File: src/rtl/mem_arbiter.sv
// Two-requester (fetch / load-store) arbiter over a byte-serial RAM port; one transaction at a time.
// Read N bytes completes N+2 cycles after grant, write N bytes N+1; rdy_in low freezes, I/O full stalls stores.
module mem_arbiter #(
    parameter logic [31:0] IO_BASE = 32'h00030000
) (
    input  logic        clk_in,
    input  logic        rst_in,
    input  logic        rdy_in,
    input  logic        if_req,
    input  logic [31:0] if_addr,
    output logic [31:0] if_data,
    output logic        if_done,
    input  logic        ls_req,
    input  logic [31:0] ls_addr,
    input  logic        ls_r_nw,
    input  logic [2:0]  ls_type,
    input  logic [31:0] st_val,
    output logic [31:0] ld_val,
    output logic        ls_done,
    input  logic        flush,
    input  logic [7:0]  mem_din,
    output logic [7:0]  mem_dout,
    output logic [31:0] mem_a,
    output logic        mem_wr,
    input  logic        io_buffer_full
);

    typedef enum logic [1:0] {IDLE, READ, WRITE, DONE} state_t;

    state_t      state_q, state_d;
    logic [31:0] base_q, base_d;
    logic [2:0]  nb_q, nb_d;
    logic        sgn_q, sgn_d;
    logic [31:0] st_q, st_d;
    logic        own_ls_q, own_ls_d;
    logic        last_ls_q, last_ls_d;
    logic [2:0]  cnt_q, cnt_d;
    logic [31:0] data_q, data_d;
    logic [31:0] if_data_q, if_data_d;
    logic [31:0] ld_val_q, ld_val_d;

    logic        grant_if, grant_ls, pick_ls, io_stall;
    logic [2:0]  ls_nb;
    logic [31:0] ext_data;

    always_comb begin
        grant_if = if_req && !flush;
        grant_ls = ls_req;
        // On contention LS wins unless it won last time.
        pick_ls  = grant_ls && (!grant_if || !last_ls_q);
        io_stall = io_buffer_full && (base_q >= IO_BASE);
        case (ls_type[1:0])
            2'b01:   ls_nb = 3'd2;
            2'b10:   ls_nb = 3'd1;
            default: ls_nb = 3'd4;
        endcase
    end

    always_comb begin
        state_d   = state_q;
        base_d    = base_q;
        nb_d      = nb_q;
        sgn_d     = sgn_q;
        st_d      = st_q;
        own_ls_d  = own_ls_q;
        last_ls_d = last_ls_q;
        cnt_d     = cnt_q;
        data_d    = data_q;
        if_data_d = if_data_q;
        ld_val_d  = ld_val_q;
        ext_data  = 32'd0;

        case (state_q)
            IDLE: begin
                if (grant_if || grant_ls) begin
                    own_ls_d  = pick_ls;
                    last_ls_d = pick_ls;
                    cnt_d     = 3'd0;
                    data_d    = 32'd0;
                    if (pick_ls) begin
                        base_d  = ls_addr;
                        nb_d    = ls_nb;
                        sgn_d   = ls_type[2];
                        st_d    = st_val;
                        state_d = ls_r_nw ? READ : WRITE;
                    end else begin
                        base_d  = if_addr;
                        nb_d    = 3'd4;
                        sgn_d   = 1'b0;
                        st_d    = 32'd0;
                        state_d = READ;
                    end
                end
            end
            READ: begin
                if (!own_ls_q && flush) begin
                    state_d = IDLE;
                end else begin
                    // Byte k-1 arrives on mem_din while the counter reads k.
                    case (cnt_q)
                        3'd1:    data_d[7:0]   = mem_din;
                        3'd2:    data_d[15:8]  = mem_din;
                        3'd3:    data_d[23:16] = mem_din;
                        3'd4:    data_d[31:24] = mem_din;
                        default: ;
                    endcase
                    case (nb_q)
                        3'd1:    ext_data = sgn_q ? {{24{data_d[7]}}, data_d[7:0]}
                                                  : {24'd0, data_d[7:0]};
                        3'd2:    ext_data = sgn_q ? {{16{data_d[15]}}, data_d[15:0]}
                                                  : {16'd0, data_d[15:0]};
                        default: ext_data = data_d;
                    endcase
                    if (cnt_q == nb_q) begin
                        state_d = DONE;
                        if (own_ls_q) ld_val_d  = ext_data;
                        else          if_data_d = data_d;
                    end else begin
                        cnt_d = cnt_q + 3'd1;
                    end
                end
            end
            WRITE: begin
                if (!io_stall) begin
                    if (cnt_q == nb_q - 3'd1) begin
                        state_d  = DONE;
                        ld_val_d = 32'd0;
                    end else begin
                        cnt_d = cnt_q + 3'd1;
                    end
                end
            end
            DONE: state_d = IDLE;
            default: state_d = IDLE;
        endcase
    end

    always_ff @(posedge clk_in or posedge rst_in) begin
        if (rst_in) begin
            state_q   <= IDLE;
            base_q    <= 32'd0;
            nb_q      <= 3'd0;
            sgn_q     <= 1'b0;
            st_q      <= 32'd0;
            own_ls_q  <= 1'b0;
            last_ls_q <= 1'b0;
            cnt_q     <= 3'd0;
            data_q    <= 32'd0;
            if_data_q <= 32'd0;
            ld_val_q  <= 32'd0;
        end else if (rdy_in) begin
            state_q   <= state_d;
            base_q    <= base_d;
            nb_q      <= nb_d;
            sgn_q     <= sgn_d;
            st_q      <= st_d;
            own_ls_q  <= own_ls_d;
            last_ls_q <= last_ls_d;
            cnt_q     <= cnt_d;
            data_q    <= data_d;
            if_data_q <= if_data_d;
            ld_val_q  <= ld_val_d;
        end
    end

    always_comb begin
        mem_a    = 32'd0;
        mem_dout = 8'd0;
        if (state_q == READ || state_q == WRITE) mem_a = base_q + {29'd0, cnt_q};
        if (state_q == WRITE) begin
            case (cnt_q[1:0])
                2'd0: mem_dout = st_q[7:0];
                2'd1: mem_dout = st_q[15:8];
                2'd2: mem_dout = st_q[23:16];
                2'd3: mem_dout = st_q[31:24];
                default: mem_dout = 8'd0;
            endcase
        end
        mem_wr  = (state_q == WRITE) && rdy_in && !io_stall;
        if_done = (state_q == DONE) && !own_ls_q;
        ls_done = (state_q == DONE) && own_ls_q;
        if_data = if_data_q;
        ld_val  = ld_val_q;
    end

endmodule

File: config.mk
export PLATFORM = sky130hd
export DESIGN_NAME = mem_arbiter
export DESIGN_NICKNAME = d
export VERILOG_FILES = /design/src/rtl/mem_arbiter.sv
export SDC_FILE = /design/constraint.sdc
export NUM_CORES = 1
export LEC_CHECK = 0
export CAP_MARGIN = 10
export CORE_ASPECT_RATIO = 2
export CORE_MARGIN = 5
export CORE_UTILIZATION = 54
export DETAILED_ROUTE_END_ITERATION = 8
export HOLD_SLACK_MARGIN = 0.06
export PLACE_DENSITY = 0.91
export SYNTH_ARGS = -nofsm -noshare
export SYNTH_HDL_FRONTEND = slang
export SYNTH_SLANG_ARGS = --single-unit
export TNS_END_PERCENT = 30
File: constraint.sdc
create_clock -name clk_in -period 7.6 [get_ports clk_in]
set_input_delay 0.76 -clock clk_in [delete_from_list [all_inputs] [get_ports clk_in]]
set_output_delay 0.76 -clock clk_in [all_outputs]
set_load 0.01 [all_outputs]
==> run_results.csv, run 1 <==
group,metric,value,unit
yosys,async_flop_share,1.00,
grt,antenna_found_initial,0,
clock_network,cts_resized,0,
yosys,synth-seq-cells,170,
placed_design,dp_cells,1241,
critical_path,r2r-end,"ld_val[28]",
drt,wl_met2,14100,µm
critical_path,cp.arrival,3.41,ns
layout,insertedDiodeCount,0,
drt,highest_layer,"met4",
timing,hold_viol_final,0,
critical_path,setup.worst_path.start,"cnt_q[0]",
yosys,yosysTopAreaCell,"dfrtp_1",
placed_design,pre_cts_slack,3.89,ns
min_path,holdCritPathClass,"reg2reg",
drt,wl_per_cell,19.8,µm
clock_network,cts_tree,"yes",
flow_run,maxCapViolCount,0,
timing,rsz0062_at_grt,"no",
clock_network,clkLatencyLatePin,0.43,ns
drt,first_pass_iters,5,
floorplan,core_area,0.0163,mm²
timing,finalMaxSlewViolations,0,
timing,setup_viol,0,
grt,grtUsageTotal,0.269,
critical_path,critPathCapture,"mem_a[28]",
clock_network,clock_sinks,170,
yosys,syn_area,0.00891,mm²
floorplan,fp.dieW,101,µm
drt,routed_via_density,5.81,
clock_network,cts_hold_buf,0,
clock_network,cts_made_buffers,17,
critical_path,worst-r2r-cell-count,7,
clock_network,post_cts_buffers,0,
placed_design,place.gp.congestion,0.906,
yosys,syn_inst,866,
pwr,p_per_area,373,mW/mm²
yosys,ys_warn_count,0,
yosys,yosysSeqAreaShare,0.477,
placed_design,dp_hpwl,18800,µm
timing,relSlewSlack,0.152,
drt,drt_iter0_drc,459,
clock_network,ctsRootBufferMaster,"clkbuf_16",
floorplan,dieArea,0.0193,mm²
critical_path,worstSetupPathType,"reg2out",
yosys,synth-edff-count,0,
pwr,power_frac_clock,0.207,
yosys,synth_top_area_frac,0.477,
critical_path,crit_fanout,6,
pwr,switchingPower,1.70,mW
drt,final_antenna_net_count,0,
clock_network,clkTransAtPathRegs,0.07,ns
critical_path,r2r-start,"cnt_q[1]",
yosys,ys_top_cells_by_area,"dfrtp_1, mux2i_1, nand2_1, a22o_1, o21ai_0",
critical_path,endpoint_kind,"output pin",
floorplan,initial_core_util,0.548,
grt,grt_pass1_wl,40300,µm
pwr,cellLeakagePower,5.25,nW
layout,final-instance-count-excl-fill,1273,
yosys,ys.flop_type,"dfrtp_1",
yosys,syn_avg_cell_area,10.3,µm²
timing,fin_crit,4.17,ns
yosys,syn_nets,1001,
yosys,synth.distinct_cells,56,
pwr,seqPwrFrac,0.341,
critical_path,startpoint_type,"flop",
drt,drt-met1-wl,8460,µm
timing,tightest_slew,1.27,ns
critical_path,crit_slowest_cell,"clkdlybuf4s50_1",
floorplan,floorplan.rows,66,
grt,overflow,0,
critical_path,critPathMaxStageDelay,0.54,ns
clock_network,htree_levels,4,
pwr,peakVddDrop,0.181,mV
timing,fin_crit_sh,0.548,
layout,final_core_util,0.725,
timing,worst_clock_skew,0.0105,ns
run_status,run_status,"complete, no violations",
floorplan,die_h,192,µm
floorplan,pin_count,222,
clock_network,cts.path.max_buffers,2,
layout,drive_gt1_frac,0.0814,
grt,grt_pass1_vias,7784,
critical_path,rrSetupSlack,4.19,ns
placed_design,portBuffers,221,
layout,area_growth,32.4,%
drt,drc_errors,0,
grt,grt_max_degree,103,
drt,route.met3.wl,1380,µm
critical_path,crit_path_cell_trace,"ha_1 > inv_1 > fa_1 > nor2b_1 > o2111ai_1 > nor4_1 > xor2_1 > and2_1 > clkdlybuf4s50_1",
pwr,swShare,0.387,
layout,nNetsFinal,1191,
pwr,comb_power_share,0.453,
timing,fin_tns_setup,0,ns
drt,drt-total-wl,25300,µm
pwr,p_int,2.70,mW
timing,fin_ws,3.43,ns
timing,max_freq,240,MHz
critical_path,required,6.84,ns
drt,vias,7394,
## Yosys cell counts, types with 3 or more instances
cell and instances:
nor2b_1 26, o31ai_2 18, o21ai_0 82, dfrtp_1 170
inv_1 15, nand4_1 8, buf_2 8, nand3_1 7
clkbuf_1 41, nor4_1 9, mux2i_1 60, and2_1 36
nor2_1 7, nand2b_1 11, nor3b_1 3, xor2_1 18
o31ai_1 7, a211oi_1 8, nand2_1 143, buf_6 3
and3_1 4, a222oi_1 8, ha_1 19, and4_1 4
a21o_1 10, buf_1 4, xnor2_1 10, or3_1 3
a21oi_1 5, mux2_2 17, a31oi_1 3, a22o_1 56
nor3_1 13, a21boi_0 3
## power groups by stage
stage | clock network (mW) | logic [mW] | registers [mW]
after floorplan | 0 | 1.19 | 1.46
after global placement | 0 | 1.94 | 1.49
after detailed placement | 0 | 1.99 | 1.51
after CTS | 0.920 | 2.01 | 1.50
after global routing | 0.954 | 2.18 | 1.54
final | 0.909 | 1.99 | 1.50
## worst min-delay path by stage
| stage | cells past startpoint | slack (ns) | start | to |
|---|---|---|---|---|
| finish | 2 | 0.48 | ld_val[23] | ld_val[23] |
| global route | 2 | 0.50 | data_q[9] | data_q[9] |
| CTS | 2 | 0.48 | data_q[0] | data_q[0] |
| detailed placement | 2 | 0.47 | data_q[0] | data_q[0] |
| global placement | 2 | 0.46 | data_q[31] | data_q[31] |
| floorplan | 2 | 0.44 | data_q[31] | data_q[31] |
## critical path: cells and delay by family (launching register included)
kind,cells,cell delay [ns]
AND/OR/NAND/NOR,3,0.81
adder cells (fa/ha/maj),2,0.61
buffers and inverters,2,0.60
flip-flops,1,0.48
AO/OA/AOI/OAI,1,0.29
XOR/XNOR,1,0.19
## final cells by class
type	instances	area, µm²
clock inverter	15	188
fill	1178	4470
multi-input combinational	623	4350
timing repair buffer	229	2270
tap	204	255
inverter	15	61.3
clock buffer	17	425
sequential	170	4250
## registers in the layout, summed over array words and instances, names as in the netlist
signal	cells
st_q	32
state_q	2
if_data	32
base_q	32
ld_val	32
last_ls_q	1
nb_q	3
cnt_q	3
data_q	32
sgn_q	1
## routing by layer
| layer | GRT usage | vias to the layer above |
|---|---|---|
| met1 | 0.278 | 3555 |
| met2 | 0.496 | 301 |
| met4 | 0.144 | 0 |
| li1 | - | 3463 |
| met3 | 0.0505 | 75 |
| met5 | 0 | - |
## metrics by stage
| stage | hold slack [ns] | instance area, µm² | power [mW] |
|---|---|---|---|
| final | 0.482 | 11800 | 4.40 |
| after CTS | 0.481 | 11800 | 4.42 |
| after global placement | 0.455 | 11200 | 3.43 |
| after floorplan | 0.442 | 8910 | 2.65 |
| after global routing | 0.499 | 11800 | 4.67 |
| after detailed placement | 0.467 | 11200 | 3.50 |
## cells by family after synthesis
kind of cell	after synthesis	synth area share
fa+ha+maj	20	0.0289
compound gates	217	0.183
buf+inv	73	0.0352
flops	170	0.477
xor+xnor	29	0.0302
mux	77	0.0889
simple gates	280	0.157
## layout by cell type, fill, tap and decap left out, types with 10 or more instances in the layout
master             n
clkbuf_16         17
inv_1             14
o31ai_2           18
mux2_2            17
mux2i_1           60
o21ai_0           82
dfrtp_1          170
clkdlybuf4s50_1  221
xnor2_1           10
a22o_1            56
and2_1            36
xor2_1            18
a21o_1            10
nand2_1          143
nor2b_1           26
nor3_1            13
ha_1              19
nand2b_1          11
Power figures use the tool's default switching activity.
==> run 2, diff against run 1 <==
--- a/config.mk
+++ b/config.mk
@@ -8,10 +8,10 @@
 export CAP_MARGIN = 10
 export CORE_ASPECT_RATIO = 2
 export CORE_MARGIN = 5
-export CORE_UTILIZATION = 54
+export CORE_UTILIZATION = 50
 export DETAILED_ROUTE_END_ITERATION = 8
 export HOLD_SLACK_MARGIN = 0.06
-export PLACE_DENSITY = 0.91
+export PLACE_DENSITY = 0.85
 export SYNTH_ARGS = -nofsm -noshare
 export SYNTH_HDL_FRONTEND = slang
 export SYNTH_SLANG_ARGS = --single-unit
==> constraint.sdc (replaced) <==
create_clock -name clk_in -period 4.4 [get_ports clk_in]
set_input_delay 0.44 -clock clk_in [delete_from_list [all_inputs] [get_ports clk_in]]
set_output_delay 0.44 -clock clk_in [all_outputs]
set_load 0.01 [all_outputs]
==> run 2 against run 1 <==
Net effect: combinational power up 74%; largest power group unchanged; sequential share of layout area shrank 0.33 points; global-route usage shrank 2.6 points; count of clock-buffer cells in the layout unchanged; cell count increased by 0.94%; register-to-register slack worse by 3.0 ns; sequential cell count stayed put; final area rose by 0.93%; clock power increased by 87%.
==> run_results.csv, run 2 (synthesized netlist as in run 1, its figures left out) <==
group,metric,value,unit
clock_network,cts_resized,0,
layout,nFillCells,1359,
clock_network,clkLatencyLatePin,0.43,ns
timing,finalMaxSlewViolations,0,
timing,max_freq,273,MHz
layout,nNetsFinal,1195,
floorplan,die_h,199,µm
clock_network,cts_hold_buf,0,
critical_path,r2r-start,"cnt_q[0]",
clock_network,cts.path.max_buffers,2,
drt,wl_per_cell,19.7,µm
clock_network,cts_made_buffers,17,
critical_path,required,3.96,ns
timing,setup_viol,0,
critical_path,cp.arrival,3.23,ns
placed_design,dp_hpwl,19300,µm
floorplan,dieArea,0.0208,mm²
drt,final_antenna_net_count,0,
critical_path,crit_slowest_cell,"clkdlybuf4s50_1",
critical_path,setup.worst_path.start,"cnt_q[0]",
clock_network,clock_sinks,170,
floorplan,initial_core_util,0.503,
timing,hold_ws,0.423,ns
timing,fin_tns_setup,0,ns
clock_network,cts_tree,"yes",
critical_path,critPathCapture,"mem_a[28]",
critical_path,crit_family,"simple AND/OR/NAND/NOR gates",
layout,area_growth,33.7,%
critical_path,startpoint_type,"flop",
timing,hold_viol_final,0,
layout,insertedDiodeCount,0,
floorplan,core_area,0.0177,mm²
grt,grtUsageTotal,0.243,
critical_path,r2r-end,"ld_val[31]",
clock_network,post_cts_buffers,0,
drt,drc_errors,0,
grt,grt_pass1_wl,39900,µm
critical_path,cp.buffers_inverters,2,
timing,worst_clock_skew,0.00882,ns
critical_path,rrSetupSlack,1.17,ns
layout,final_area,0.0119,mm²
floorplan,pin_count,222,
grt,overflow,0,
timing,tightest_slew,0.930,ns
critical_path,worstSetupPathType,"reg2out",
grt,antenna_found_initial,0,
pwr,peakVddDrop,0.357,mV
floorplan,fp.dieW,104,µm
clock_network,htree_levels,4,
drt,vias,7356,
timing,fin_crit_sh,0.834,
critical_path,cp.depth,9,
clock_network,ctsRootBufferMaster,"clkbuf_16",
critical_path,worst-r2r-cell-count,7,
timing,fin_crit,3.67,ns
critical_path,crit_path_cell_trace,"ha_1 > inv_1 > fa_1 > nor2b_1 > o2111ai_1 > nor4_1 > xor2_1 > and2_1 > clkdlybuf4s50_1",
placed_design,portBuffers,221,
timing,rsz0062_at_grt,"no",
flow_run,maxCapViolCount,0,
placed_design,place.gp.congestion,0.939,
placed_design,postPlaceCellArea,0.0113,mm²
timing,relSlewSlack,0.380,
grt,grt_pass1_vias,7606,
pwr,cellLeakagePower,5.30,nW
floorplan,floorplan.rows,69,
layout,final_cell_mix,"clkdlybuf4s50_1, dfrtp_1, nand2_1",
grt,grt_max_degree,103,
run_status,run_status,"complete, no violations",
layout,layout_commonest_cell,"clkdlybuf4s50_1",
critical_path,crit_fanout,6,
min_path,holdCritPathClass,"in2async",
clock_network,clkTransAtPathRegs,0.07,ns
layout,drive_gt1_frac,0.0840,
drt,routed_via_density,5.72,
drt,drt_iter0_drc,395,
critical_path,critPathMaxStageDelay,0.53,ns
pwr,total_power,7.77,mW
drt,drt-total-wl,25300,µm
critical_path,endpoint_kind,"output pin",
drt,first_pass_iters,5,
pwr,p_per_area,652,mW/mm²
## run 2: changes by cell type in the layout (fill, tap and decap cells not counted)
cell,change
buf_12,+2
clkinv_2,-2
clkinv_4,-2
inv_8,+1
bufinv_16,+2
buf_4,+2
## run 2: layout make-up
type	instances	area, µm²	area share
Tap cell	213	267	0.0224
Multi-Input combinational cell	623	4350	0.365
Sequential cell	170	4250	0.357
Clock inverter	14	233	0.0195
Clock buffer	17	425	0.0357
Inverter	15	60.1	0.00504
Timing Repair Buffer	233	2330	0.195
## run 2: worst min-delay path by stage
stage | start | to | cells past startpoint
floorplan | data_q[31] | data_q[31] | 2
global placement | data_q[31] | data_q[31] | 2
detailed placement | ld_val[26] | ld_val[26] | 2
CTS | rst_in | base_q[6] | 2
global route | rst_in | base_q[6] | 2
finish | rst_in | base_q[6] | 2
## run 2: metrics by stage
stage / setup WS [ns] / instances / util
final: 0.732 / 1285 / 0.673
after global routing: 0.404 / 1285 / 0.673
after CTS: 0.710 / 1285 / 0.673
after detailed placement: 1.19 / 1254 / 0.636
after global placement: 1.22 / 1254 / 0.636
after floorplan: 1.79 / 866 / -
## run 2: routing by layer
metal / wire [µm] / global-route usage
met2: 14400 / 0.475
met4: 1090 / 0.115
met5: 0 / 0
met3: 1350 / 0.0507
met1: 8470 / 0.237
## run 2: where the power goes
group	switching (mW)	internal (mW)	total (mW)
Sequential	0.490	2.11	2.60
Combinational	1.80	1.67	3.47
Clock	0.672	1.02	1.70
==> run 3, diff against run 2 <==
==> constraint.sdc (replaced) <==
create_clock -name clk_in -period 3.85 [get_ports clk_in]
set_input_delay 0.385 -clock clk_in [delete_from_list [all_inputs] [get_ports clk_in]]
set_output_delay 0.385 -clock clk_in [all_outputs]
set_load 0.01 [all_outputs]
==> run 3 against run 2 <==
Net effect: non-clock buffer count up 5; register-to-register slack lost 0.27 ns; first-iteration DRC count is 2.5% higher; clock power grew 11%; clock skew grew 0.0018 ns; global-route usage shrank 0.71 points; combinational power increased by 15%; total power increased by 14%; critical path depth did not move; sequential share of layout area decreased by 0.086 points; count of clock-buffer cells in the layout is 2 higher; via count down 0.60%; largest power group unchanged.
==> run_results.csv, run 3 (synthesized netlist as in run 1, its figures left out) <==
group,metric,value,unit
run_status,run_status,"complete, no violations",
placed_design,place.gp.congestion,0.928,
layout,drive_gt1_frac,0.0900,
flow_run,maxCapViolCount,0,
critical_path,cp.buffers_inverters,2,
clock_network,cts_hold_buf,0,
clock_network,clkTransAtPathRegs,0.07,ns
grt,grt_pass1_vias,7378,
timing,hold_viol_final,0,
timing,fin_crit_sh,0.919,
critical_path,crit_slowest_cell,"clkdlybuf4s50_1",
layout,final-instance-count-excl-fill,1292,
critical_path,critPathMaxStageDelay,0.56,ns
critical_path,worstSetupPathType,"reg2out",
pwr,total_power,8.84,mW
floorplan,pin_count,222,
layout,area_growth,34.0,%
layout,final_cell_mix,"clkdlybuf4s50_1, dfrtp_1, nand2_1",
clock_network,cts_tree,"yes",
critical_path,endpoint_kind,"output pin",
timing,max_freq,283,MHz
grt,grtUsageTotal,0.236,
drt,drt-total-wl,24800,µm
floorplan,initial_core_util,0.503,
timing,setup_viol,0,
grt,antenna_found_initial,1,
drt,first_pass_iters,5,
grt,overflow,0,
timing,worst_clock_skew,0.0106,ns
grt,grt_pass1_wl,39000,µm
clock_network,ctsRootBufferMaster,"clkbuf_16",
clock_network,htree_levels,4,
pwr,peakVddDrop,0.412,mV
drt,drt_iter0_drc,405,
grt,grt_max_degree,82,
placed_design,portBuffers,221,
timing,fin_tns_setup,0,ns
critical_path,crit_path_cell_trace,"ha_1 > inv_1 > fa_1 > nor2b_1 > o21a_1 > nor3b_1 > nand2_1 > mux2i_1 > clkdlybuf4s50_1",
clock_network,cts_resized,0,
layout,layout_commonest_cell,"clkdlybuf4s50_1",
timing,finalMaxSlewViolations,0,
floorplan,die_h,199,µm
clock_network,cts.path.max_buffers,2,
timing,hold_ws,0.444,ns
clock_network,clkLatencyLatePin,0.42,ns
placed_design,dp_cells,1259,
critical_path,startpoint_type,"flop",
floorplan,dieArea,0.0208,mm²
layout,nNetsFinal,1200,
critical_path,required,3.46,ns
timing,fin_crit,3.54,ns
min_path,holdCritPathClass,"in2async",
floorplan,fp.dieW,104,µm
drt,vias,7312,
pwr,p_per_area,740,mW/mm²
drt,final_antenna_net_count,0,
placed_design,dp_hpwl,18900,µm
critical_path,crit_family,"simple AND/OR/NAND/NOR gates",
floorplan,core_area,0.0177,mm²
clock_network,clock_sinks,170,
timing,relSlewSlack,0.418,
timing,tightest_slew,0.873,ns
drt,wl_per_cell,19.2,µm
drt,drc_errors,0,
timing,rsz0062_at_grt,"no",
clock_network,cts_made_buffers,17,
pwr,cellLeakagePower,5.30,nW
drt,routed_via_density,5.66,
clock_network,post_cts_buffers,0,
critical_path,cp.arrival,3.15,ns
floorplan,floorplan.rows,69,
critical_path,crit_fanout,6,
-- run 3: area by class of cell --
cell class | count | area (µm²)
clock buffers | 19 | 443
diodes | 1 | 2.50
inverters | 15 | 60.1
well taps | 213 | 267
repair buffers | 238 | 2350
multi-input cells | 623 | 4360
fillers | 1325 | 5760
flip-flops and latches | 170 | 4250
clock inverters | 13 | 204
-- run 3: power by group --
part	leakage [nW]	switching (mW)	internal [mW]
sequential	2.27	0.552	2.41
combinational	2.72	2.05	1.94
clock	0.311	0.758	1.13
total	5.30	3.36	5.47
-- run 3: metal layers --
| metal | GRT usage | wire, µm |
|---|---|---|
| met1 | 0.236 | 8440 |
| met2 | 0.460 | 14200 |
| met3 | 0.0461 | 1210 |
| met4 | 0.104 | 947 |
| met5 | 0 | 0 |
-- run 3: stage by stage --
step           worst slack (ns)  instance area, µm²  utilization
2_1_floorplan              1.30                8910            -
3_3_place_gp              0.723               11300        0.637
3_5_place_dp              0.669               11300        0.637
4_1_cts                   0.186               11900        0.674
5_1_grt                  0.0825               11900        0.675
6_report                  0.311               11900        0.675
-- run 3: worst paths after layout --
check                           start         end  slack [ns]  cells after the start
hold reg to reg            ld_val[29]  ld_val[29]        0.48                      2
hold / removal                 rst_in   base_q[6]        0.44                      2
min in group clk_in        ld_val[29]  ld_val[29]        0.48                      2
setup reg to reg             cnt_q[1]  ld_val[26]        0.90                      8
setup / recovery             cnt_q[0]   mem_a[30]        0.31                      9
max in group asynchronous      rst_in    st_q[21]        2.52                      3
-- run 3: worst register-to-register path, stage by stage (launching register included) --
cell	delay, ns
dfrtp_1	0.47
inv_1	0.19
ha_1	0.44
nor2b_4	0.48
mux2i_1	0.21
nand3b_2	0.37
o21a_1	0.23
buf_4	0.21
o31ai_1	0.25
